**src/rtl/phy_dly_pkg.sv**
```systemverilog
// Shared constants and helpers for the DDR3 phy delay-programming sequencer.
// Contents:
//   DLY_PER_GROUP / IDX_W : 32 delay taps per group, 5-bit index within a group
//   state_t / ST_*        : sequencer FSM encoding
//   group_of()            : group-select field of a {group, index} address
package phy_dly_pkg;

    localparam int DLY_PER_GROUP = 32;
    localparam int IDX_W         = 5;

    typedef logic [1:0] state_t;

    localparam state_t ST_IDLE = 2'd0;
    localparam state_t ST_SCAN = 2'd1;
    localparam state_t ST_WAIT = 2'd2;
    localparam state_t ST_SET  = 2'd3;

    // Upper bits of a zero-extended {group, index} address.
    function automatic logic [10:0] group_of(input logic [15:0] addr);
        return addr[15:IDX_W];
    endfunction

endpackage

```
**src/rtl/phy_dly_seq_if.sv**
```systemverilog
// Host/lane-side bundle of the delay sequencer.
// Ports (slave = sequencer view):
//   in : cfg_we, cfg_addr, cfg_wdata, rd_addr, start, force_all
//   out: rd_data, busy, done, pending, dly_addr, dly_data, ld_delay, set
interface phy_dly_seq_if #(
    parameter int NUM_LANES = 2,
    parameter int DLY_WIDTH = 8,
    parameter int GRP_W     = $clog2(NUM_LANES + 1)
);
    logic                   cfg_we;
    logic [GRP_W+4:0]       cfg_addr;
    logic [DLY_WIDTH-1:0]   cfg_wdata;
    logic [GRP_W+4:0]       rd_addr;
    logic [DLY_WIDTH-1:0]   rd_data;
    logic                   start;
    logic                   force_all;
    logic                   busy;
    logic                   done;
    logic                   pending;
    logic [4:0]             dly_addr;
    logic [DLY_WIDTH-1:0]   dly_data;
    logic [NUM_LANES:0]     ld_delay;
    logic                   set;

    modport master (
        output cfg_we, cfg_addr, cfg_wdata, rd_addr, start, force_all,
        input  rd_data, busy, done, pending, dly_addr, dly_data, ld_delay, set
    );

    modport slave (
        input  cfg_we, cfg_addr, cfg_wdata, rd_addr, start, force_all,
        output rd_data, busy, done, pending, dly_addr, dly_data, ld_delay, set
    );
endinterface

```
**src/rtl/phy_dly_shadow.sv**
```systemverilog
// Shadow store of every IODELAY value with a dirty bit per entry.
// Ports:
//   clk, rst              : clock, async active-high reset (clears values and dirty bits)
//   wr_en/wr_addr/wr_data : host write; addresses in an unused group are dropped
//   scan_en/scan_addr     : sequencer visit; clears the visited dirty bit
//   scan_data/scan_dirty  : combinational view of the visited entry (pre-write value)
//   rd_addr/rd_data       : registered readback, one-cycle latency, 0 for unused groups
//   pending               : registered OR of all dirty bits
module phy_dly_shadow
    import phy_dly_pkg::*;
#(
    parameter int NUM_LANES = 2,
    parameter int DLY_WIDTH = 8,
    parameter int GRP_W     = $clog2(NUM_LANES + 1)
) (
    input  logic                   clk,
    input  logic                   rst,
    input  logic                   wr_en,
    input  logic [GRP_W+4:0]       wr_addr,
    input  logic [DLY_WIDTH-1:0]   wr_data,
    input  logic                   scan_en,
    input  logic [GRP_W+4:0]       scan_addr,
    output logic [DLY_WIDTH-1:0]   scan_data,
    output logic                   scan_dirty,
    input  logic [GRP_W+4:0]       rd_addr,
    output logic [DLY_WIDTH-1:0]   rd_data,
    output logic                   pending
);

    localparam int DEPTH = (NUM_LANES + 1) * DLY_PER_GROUP;

    logic [DLY_WIDTH-1:0] mem_r [DEPTH];
    logic [DEPTH-1:0]     dirty_r;
    logic [DLY_WIDTH-1:0] rd_data_r;
    logic                 pending_r;
    logic                 wr_ok_s;
    logic                 rd_ok_s;

    assign wr_ok_s = wr_en && (group_of(16'(wr_addr)) <= 11'(NUM_LANES));
    assign rd_ok_s = group_of(16'(rd_addr)) <= 11'(NUM_LANES);

    assign scan_data  = mem_r[scan_addr];
    assign scan_dirty = dirty_r[scan_addr];

    // Value/dirty storage; a write in the visit cycle lands after the clear so it stays dirty.
    always_ff @(posedge clk or posedge rst) begin
        if (rst) begin
            for (int i = 0; i < DEPTH; i++) begin
                mem_r[i] <= '0;
            end
            dirty_r <= '0;
        end else begin
            if (scan_en) begin
                dirty_r[scan_addr] <= 1'b0;
            end
            if (wr_ok_s) begin
                mem_r[wr_addr]   <= wr_data;
                dirty_r[wr_addr] <= 1'b1;
            end
        end
    end

    // Registered readback and pending flag.
    always_ff @(posedge clk or posedge rst) begin
        if (rst) begin
            rd_data_r <= '0;
            pending_r <= 1'b0;
        end else begin
            rd_data_r <= rd_ok_s ? mem_r[rd_addr] : '0;
            pending_r <= |dirty_r;
        end
    end

    assign rd_data = rd_data_r;
    assign pending = pending_r;

endmodule

```
**src/rtl/phy_dly_seq.sv**
```systemverilog
// Delay-programming sequencer: shadows all lane and cmd/addr IODELAY values
// and, on start, streams dirty (or all) entries as ld_delay strobes followed
// by a single set pulse. Pass length is fixed regardless of how many load.
// Ports:
//   clk, rst : single clk_div-rate clock, async active-high reset
//   bus      : phy_dly_seq_if.slave (config/readback, start/force_all,
//              busy/done/pending status, dly_addr/dly_data/ld_delay/set to lanes)
module phy_dly_seq
    import phy_dly_pkg::*;
#(
    parameter int NUM_LANES = 2,
    parameter int DLY_WIDTH = 8,
    parameter int SET_DELAY = 2,
    parameter int GRP_W     = $clog2(NUM_LANES + 1)
) (
    input  logic        clk,
    input  logic        rst,
    phy_dly_seq_if.slave bus
);

    localparam int NG    = NUM_LANES + 1;
    localparam int AW    = GRP_W + IDX_W;
    localparam int DEPTH = NG * DLY_PER_GROUP;
    localparam logic [AW-1:0] LAST_PTR = AW'(DEPTH - 1);

    state_t               state_r;
    logic [AW-1:0]        ptr_r;
    logic [4:0]           wait_cnt_r;
    logic                 force_r;
    logic                 busy_r;
    logic                 done_r;
    logic                 set_r;
    logic [NG-1:0]        ld_r;
    logic [4:0]           dly_addr_r;
    logic [DLY_WIDTH-1:0] dly_data_r;

    logic                 scan_en_s;
    logic [DLY_WIDTH-1:0] scan_data_s;
    logic                 scan_dirty_s;
    logic [DLY_WIDTH-1:0] rd_data_s;
    logic                 pending_s;

    assign scan_en_s = (state_r == ST_SCAN);

    phy_dly_shadow #(
        .NUM_LANES (NUM_LANES),
        .DLY_WIDTH (DLY_WIDTH),
        .GRP_W     (GRP_W)
    ) u_shadow (
        .clk        (clk),
        .rst        (rst),
        .wr_en      (bus.cfg_we),
        .wr_addr    (bus.cfg_addr),
        .wr_data    (bus.cfg_wdata),
        .scan_en    (scan_en_s),
        .scan_addr  (ptr_r),
        .scan_data  (scan_data_s),
        .scan_dirty (scan_dirty_s),
        .rd_addr    (bus.rd_addr),
        .rd_data    (rd_data_s),
        .pending    (pending_s)
    );

    // Pass FSM: scan every address once, wait SET_DELAY+1 cycles after the last visit, pulse set, then done.
    always_ff @(posedge clk or posedge rst) begin
        if (rst) begin
            state_r    <= ST_IDLE;
            ptr_r      <= '0;
            wait_cnt_r <= 5'd0;
            force_r    <= 1'b0;
            busy_r     <= 1'b0;
            done_r     <= 1'b0;
            set_r      <= 1'b0;
            ld_r       <= '0;
            dly_addr_r <= 5'd0;
            dly_data_r <= '0;
        end else begin
            ld_r   <= '0;
            set_r  <= 1'b0;
            done_r <= 1'b0;
            case (state_r)
                ST_IDLE: begin
                    if (bus.start) begin
                        state_r <= ST_SCAN;
                        busy_r  <= 1'b1;
                        force_r <= bus.force_all;
                        ptr_r   <= '0;
                    end
                end
                ST_SCAN: begin
                    // Emit the pre-write value; the shadow keeps a colliding write dirty.
                    if (scan_dirty_s || force_r) begin
                        ld_r       <= NG'(1'b1) << ptr_r[AW-1:IDX_W];
                        dly_addr_r <= ptr_r[IDX_W-1:0];
                        dly_data_r <= scan_data_s;
                    end
                    if (ptr_r == LAST_PTR) begin
                        ptr_r      <= '0;
                        wait_cnt_r <= 5'd0;
                        state_r    <= ST_WAIT;
                    end else begin
                        ptr_r <= ptr_r + AW'(1);
                    end
                end
                ST_WAIT: begin
                    // First WAIT cycle carries the last ld slot, so SET_DELAY idle cycles follow it.
                    if (wait_cnt_r == 5'(SET_DELAY)) begin
                        set_r   <= 1'b1;
                        state_r <= ST_SET;
                    end else begin
                        wait_cnt_r <= wait_cnt_r + 5'd1;
                    end
                end
                ST_SET: begin
                    done_r  <= 1'b1;
                    busy_r  <= 1'b0;
                    state_r <= ST_IDLE;
                end
                default: begin
                    state_r <= ST_IDLE;
                    busy_r  <= 1'b0;
                end
            endcase
        end
    end

    assign bus.busy     = busy_r;
    assign bus.done     = done_r;
    assign bus.set      = set_r;
    assign bus.ld_delay = ld_r;
    assign bus.dly_addr = dly_addr_r;
    assign bus.dly_data = dly_data_r;
    assign bus.rd_data  = rd_data_s;
    assign bus.pending  = pending_s;

endmodule

```
**src/flat_wrapper.sv**
```systemverilog
// flat-port wrapper written by rule: the top's interface ports become plain ports
module phy_dly_seq_flat import phy_dly_pkg::*;
#(
    parameter int NUM_LANES = 2,
    parameter int DLY_WIDTH = 8,
    parameter int SET_DELAY = 2,
    parameter int GRP_W     = $clog2(NUM_LANES + 1)
)
  (clk, rst, bus_cfg_we, bus_cfg_addr, bus_cfg_wdata, bus_rd_addr, bus_start, bus_force_all, bus_rd_data, bus_busy, bus_done, bus_pending, bus_dly_addr, bus_dly_data, bus_ld_delay, bus_set);
  phy_dly_seq_if #(.NUM_LANES(NUM_LANES), .DLY_WIDTH(DLY_WIDTH), .GRP_W(GRP_W)) bus_i ();
  input  logic clk;
  input  logic rst;
  input wire logic [$bits(bus_i.cfg_we)-1:0] bus_cfg_we;
  input wire logic [$bits(bus_i.cfg_addr)-1:0] bus_cfg_addr;
  input wire logic [$bits(bus_i.cfg_wdata)-1:0] bus_cfg_wdata;
  input wire logic [$bits(bus_i.rd_addr)-1:0] bus_rd_addr;
  input wire logic [$bits(bus_i.start)-1:0] bus_start;
  input wire logic [$bits(bus_i.force_all)-1:0] bus_force_all;
  output wire logic [$bits(bus_i.rd_data)-1:0] bus_rd_data;
  output wire logic [$bits(bus_i.busy)-1:0] bus_busy;
  output wire logic [$bits(bus_i.done)-1:0] bus_done;
  output wire logic [$bits(bus_i.pending)-1:0] bus_pending;
  output wire logic [$bits(bus_i.dly_addr)-1:0] bus_dly_addr;
  output wire logic [$bits(bus_i.dly_data)-1:0] bus_dly_data;
  output wire logic [$bits(bus_i.ld_delay)-1:0] bus_ld_delay;
  output wire logic [$bits(bus_i.set)-1:0] bus_set;
  assign bus_i.cfg_we = bus_cfg_we;
  assign bus_i.cfg_addr = bus_cfg_addr;
  assign bus_i.cfg_wdata = bus_cfg_wdata;
  assign bus_i.rd_addr = bus_rd_addr;
  assign bus_i.start = bus_start;
  assign bus_i.force_all = bus_force_all;
  assign bus_rd_data = bus_i.rd_data;
  assign bus_busy = bus_i.busy;
  assign bus_done = bus_i.done;
  assign bus_pending = bus_i.pending;
  assign bus_dly_addr = bus_i.dly_addr;
  assign bus_dly_data = bus_i.dly_data;
  assign bus_ld_delay = bus_i.ld_delay;
  assign bus_set = bus_i.set;
  phy_dly_seq #(.NUM_LANES(NUM_LANES), .DLY_WIDTH(DLY_WIDTH), .SET_DELAY(SET_DELAY), .GRP_W(GRP_W)) u_core (.clk(clk), .rst(rst), .bus(bus_i));
endmodule
```
**config.mk**
```make
export PLATFORM = sky130hd
export DESIGN_NAME = phy_dly_seq_flat
export DESIGN_NICKNAME = d
export VERILOG_FILES = /design/src/rtl/phy_dly_pkg.sv /design/src/rtl/phy_dly_seq_if.sv /design/src/rtl/phy_dly_shadow.sv /design/src/rtl/phy_dly_seq.sv /design/src/flat_wrapper.sv
export SDC_FILE = /design/constraint.sdc
export NUM_CORES = 2
export LEC_CHECK = 0
export CORE_UTILIZATION = 35
export CTS_BUF_LIST = sky130_fd_sc_hd__clkbuf_4 sky130_fd_sc_hd__clkbuf_8
export CTS_CLUSTER_DIAMETER = 80
export DETAILED_ROUTE_END_ITERATION = 8
export GPL_TIMING_DRIVEN = 1
export HOLD_SLACK_MARGIN = 0.05
export PLACE_DENSITY = 0.48
export SLEW_MARGIN = 15
export SYNTH_ARGS = -nofsm -noshare
export SYNTH_HDL_FRONTEND = slang
export SYNTH_SLANG_ARGS = --single-unit
```
**constraint.sdc**
```tcl
create_clock -name clk -period 66.2 [get_ports clk]
set_clock_uncertainty 0.2 [all_clocks]
set_input_delay 6.62 -clock clk [delete_from_list [all_inputs] [get_ports clk]]
set_output_delay 6.62 -clock clk [all_outputs]
set_load 0.005 [all_outputs]
```
==> results_dict.tcl <==
set metrics [dict create \
    status "finished, final reports clean" \
    pwr-share-comb_pct 26.4 \
    io_pins 55 \
    startpoint_type "primary input" \
    rows 134 \
    cts_tree "yes" \
    synth.area.top_cells "dfrtp_1 48%, mux2_2 20%, mux4_2 14%, nand2_1 2.0%, a221oi_1 1.8%" \
    grt_start_max_net_pins 170 \
    mappedNetlistArea_um2 47500 \
    num_vias 34200 \
    switching_share_pct 35.8 \
    first_iter_violations 3763 \
    cts_buffers 164 \
    end_kind "register" \
    synth_most_common_cell "dfrtp_1" \
    crit_type "primary input to register" \
    firstDrtPassIters 6 \
    tightest_slew_ns 1.27 \
    cts_root_buf "clkbuf_8" \
    synth_seq_cells 907 \
    period_share_pct 15.6 \
    rsz0062_at_grt "no" \
    dpl.hpwl_mm 119 \
    area_growth_pct 12.3 \
    grt_util_all_layers_pct 28.0 \
    fmax_mhz 96.8 \
    setup_viol_count_final 0 \
    start_util_pct 35.4 \
    drive_above_1_share_pct 43.9 \
    post-route-util_pct 39.8 \
    path_clk_slew_ns 0.06 \
    die_h_um 370 \
    clkPwrFrac_pct 35.2 \
    ctsHoldBuffers 0 \
    synthCells 3486 \
    p_leak_uw 0.0231 \
    final.setup.tns_ns 0 \
    yosysTopAreaCellShare_pct 47.8 \
    die_x_um 370 \
    slew_violations 0 \
    fillers 12600 \
    hold_viol_final 0 \
    slew-limit-headroom_pct 15.1 \
    synth_top_cell_by_area "dfrtp_1" \
    htreeDepth 4 \
    grt_pass1_wl_mm 272 \
    worstPathMaxFanout 64 \
    p_int_uw 1060 \
    powerDensity_nw_per_um2 31.1 \
    ys_seq_area_share_pct 47.8 \
    synth_nets 3520 \
    ir_drop_uv 38.3 \
    portBuffers 54 \
    yosys_warnings 0 \
    clock-sinks 907 \
    drv_cap 0 \
    synthTopCellsByCount "907 x dfrtp_1, 850 x mux2_2, 295 x mux4_2" \
    finalCriticalPeriod_ns 10.34 \
    cts_buffer_depth 3 \
    grt.overflow.total 0 \
    wl_per_cell_um 35.4 \
    avgSynthCellArea_um2 13.6 \
    antenna_found_initial 8 \
    required_ns 66.76 \
    core_um2 134000 \
    drtAntennaViolNets 0 \
    routed_wl_mm 191 \
    postSynth.asyncResetShare_pct 100 \
    post_cts_resized 0 \
    synth-edff-count 0 \
    grt_pass1_vias 34200 \
    cts_setup_buffers 0 \
    clk-insertion-delay-late_ns 0.91 \
    viasPerCell 6.34 \
    final_nets 3530 \
    synth.distinct_cells 69 \
    place_congestion 0.978 \
    synth-main-ff-cell "dfrtp_1" \
    switchingPower_uw 594 \
    route.detailed.drc 0 \
    cp.arrival_ns 10.90 \
    worstHoldPathType "register to register" \
    design.die.area_um2 137000 \
    seqPwrFrac_pct 38.4 \
]
## final timing paths
| kind | startpoint | endpoint | slack, ns | depth (start not counted) |
|---|---|---|---|---|
| min in group asynchronous | rst | u_core.u_shadow.mem_r[407] | 6.06 | 2 |
| worst max register to register | u_core.ptr_r[0] | u_core.bus.dly_data[6] | 60.68 | 9 |
| worst min-delay path | u_core.bus.dly_data[1] | u_core.bus.dly_data[1] | 0.31 | 1 |
| worst max-delay path | bus_rd_addr[0] | u_core.u_shadow.rd_data[3] | 55.86 | 8 |
| worst min register to register | u_core.bus.dly_data[1] | u_core.bus.dly_data[1] | 0.31 | 1 |
| max in group asynchronous | rst | u_core.u_shadow.mem_r[332] | 56.59 | 5 |
## metrics by stage
stage / setup slack (ns) / hold WS [ns] / std cells / total power [µW] / instance area (µm²)
floorplan: 33.88 / 0.287 / 3486 / 878 / 47500
global placement: 54.90 / 0.300 / 5098 / 1070 / 49700
detailed placement: 54.87 / 0.293 / 5098 / 1070 / 49700
CTS: 55.86 / 0.317 / 5397 / 1660 / 53300
global route: 55.60 / 0.337 / 5398 / 1710 / 53300
finish: 55.86 / 0.311 / 5402 / 1660 / 53300
## layer usage
metal	GRT usage (%)	vias up	routed length [µm]
met2	42.1	1749	85400
met5	0	-	0
met4	12.0	0	8280
li1	-	13600	-
met1	38.7	18500	81500
met3	6.07	377	15800
## power by group through the flow
stage / combinational [µW] / clock [µW] / sequential (µW)
3_5_place_dp: 430 / 0 / 644
4_1_cts: 430 / 595 / 635
5_1_grt: 451 / 620 / 641
2_1_floorplan: 252 / 0 / 625
3_3_place_gp: 428 / 0 / 645
6_report: 438 / 584 / 636
## kinds of logic (layout without fill, tap and decap cells)
family / Yosys count / count (layout) / synth area share [%]
multiplexers: 1235 / 1235 / 36.4
flip-flops: 907 / 907 / 47.8
AO/OA/AOI/OAI: 539 / 539 / 8.04
AND/OR/NAND/NOR: 482 / 482 / 4.77
buffers and inverters: 316 / 459 / 2.79
adder cells (fa/ha/maj): 7 / 7 / 0.185
other: 0 / 5 / 0
## flip-flops by register name, indices dropped and copies added (netlist names)
name                     flops
u_core.u_shadow.rd_data      8
u_core.bus.dly_data          8
u_core.bus.busy              1
u_core.bus.set               1
u_core.bus.ld_delay          3
u_core.ptr_r                 7
u_core.u_shadow.pending      1
u_core.bus.dly_addr          5
u_core.u_shadow.mem_r      768
u_core.wait_cnt_r            5
u_core.bus.done              1
u_core.u_shadow.dirty_r     96
u_core.state_r               2
u_core.force_r               1
## placed cells by master, fill, tap and decap left out, types with 8 or more instances in the layout
master / n
dfrtp_1: 902
mux2_2: 850
mux4_2: 295
nand2_1: 254
clkbuf_8: 205
o21ai_0: 141
a221oi_1: 95
buf_4: 88
mux2i_1: 74
clkbuf_4: 67
a22oi_1: 65
a21oi_1: 61
nor2_1: 48
clkdlybuf4s50_1: 42
nand3_1: 31
nand2b_1: 27
nor4_1: 26
o211ai_1: 25
a22o_1: 25
o2bb2ai_1: 22
inv_1: 17
o22ai_1: 17
and2_1: 16
nor3_1: 15
nand4_1: 15
clkinv_2: 13
a221o_1: 11
and3_1: 9
o2111ai_1: 9
mux2_4: 8
a222oi_1: 8
a31oi_1: 8
## worst max-delay path: stages
cell and delay, ns:
buf_8 0.57, buf_4 0.79, buf_4 0.88, mux4_2 0.61
mux4_2 0.53, mux4_2 0.54, inv_1 0.10, o22ai_1 0.08
## area by class of cell
type | count | area (µm²) | share of cell area [%]
antenna | 5 | 12.5 | 0.0235
clock buffer | 272 | 3320 | 6.23
clock inverter | 27 | 249 | 0.467
inverter | 23 | 95.1 | 0.178
multi-input combinational | 2263 | 23500 | 44.1
sequential | 907 | 22700 | 42.6
tap | 1768 | 2210 | 4.15
timing repair buffer | 137 | 1200 | 2.24
Power figures use the tool's default switching activity.
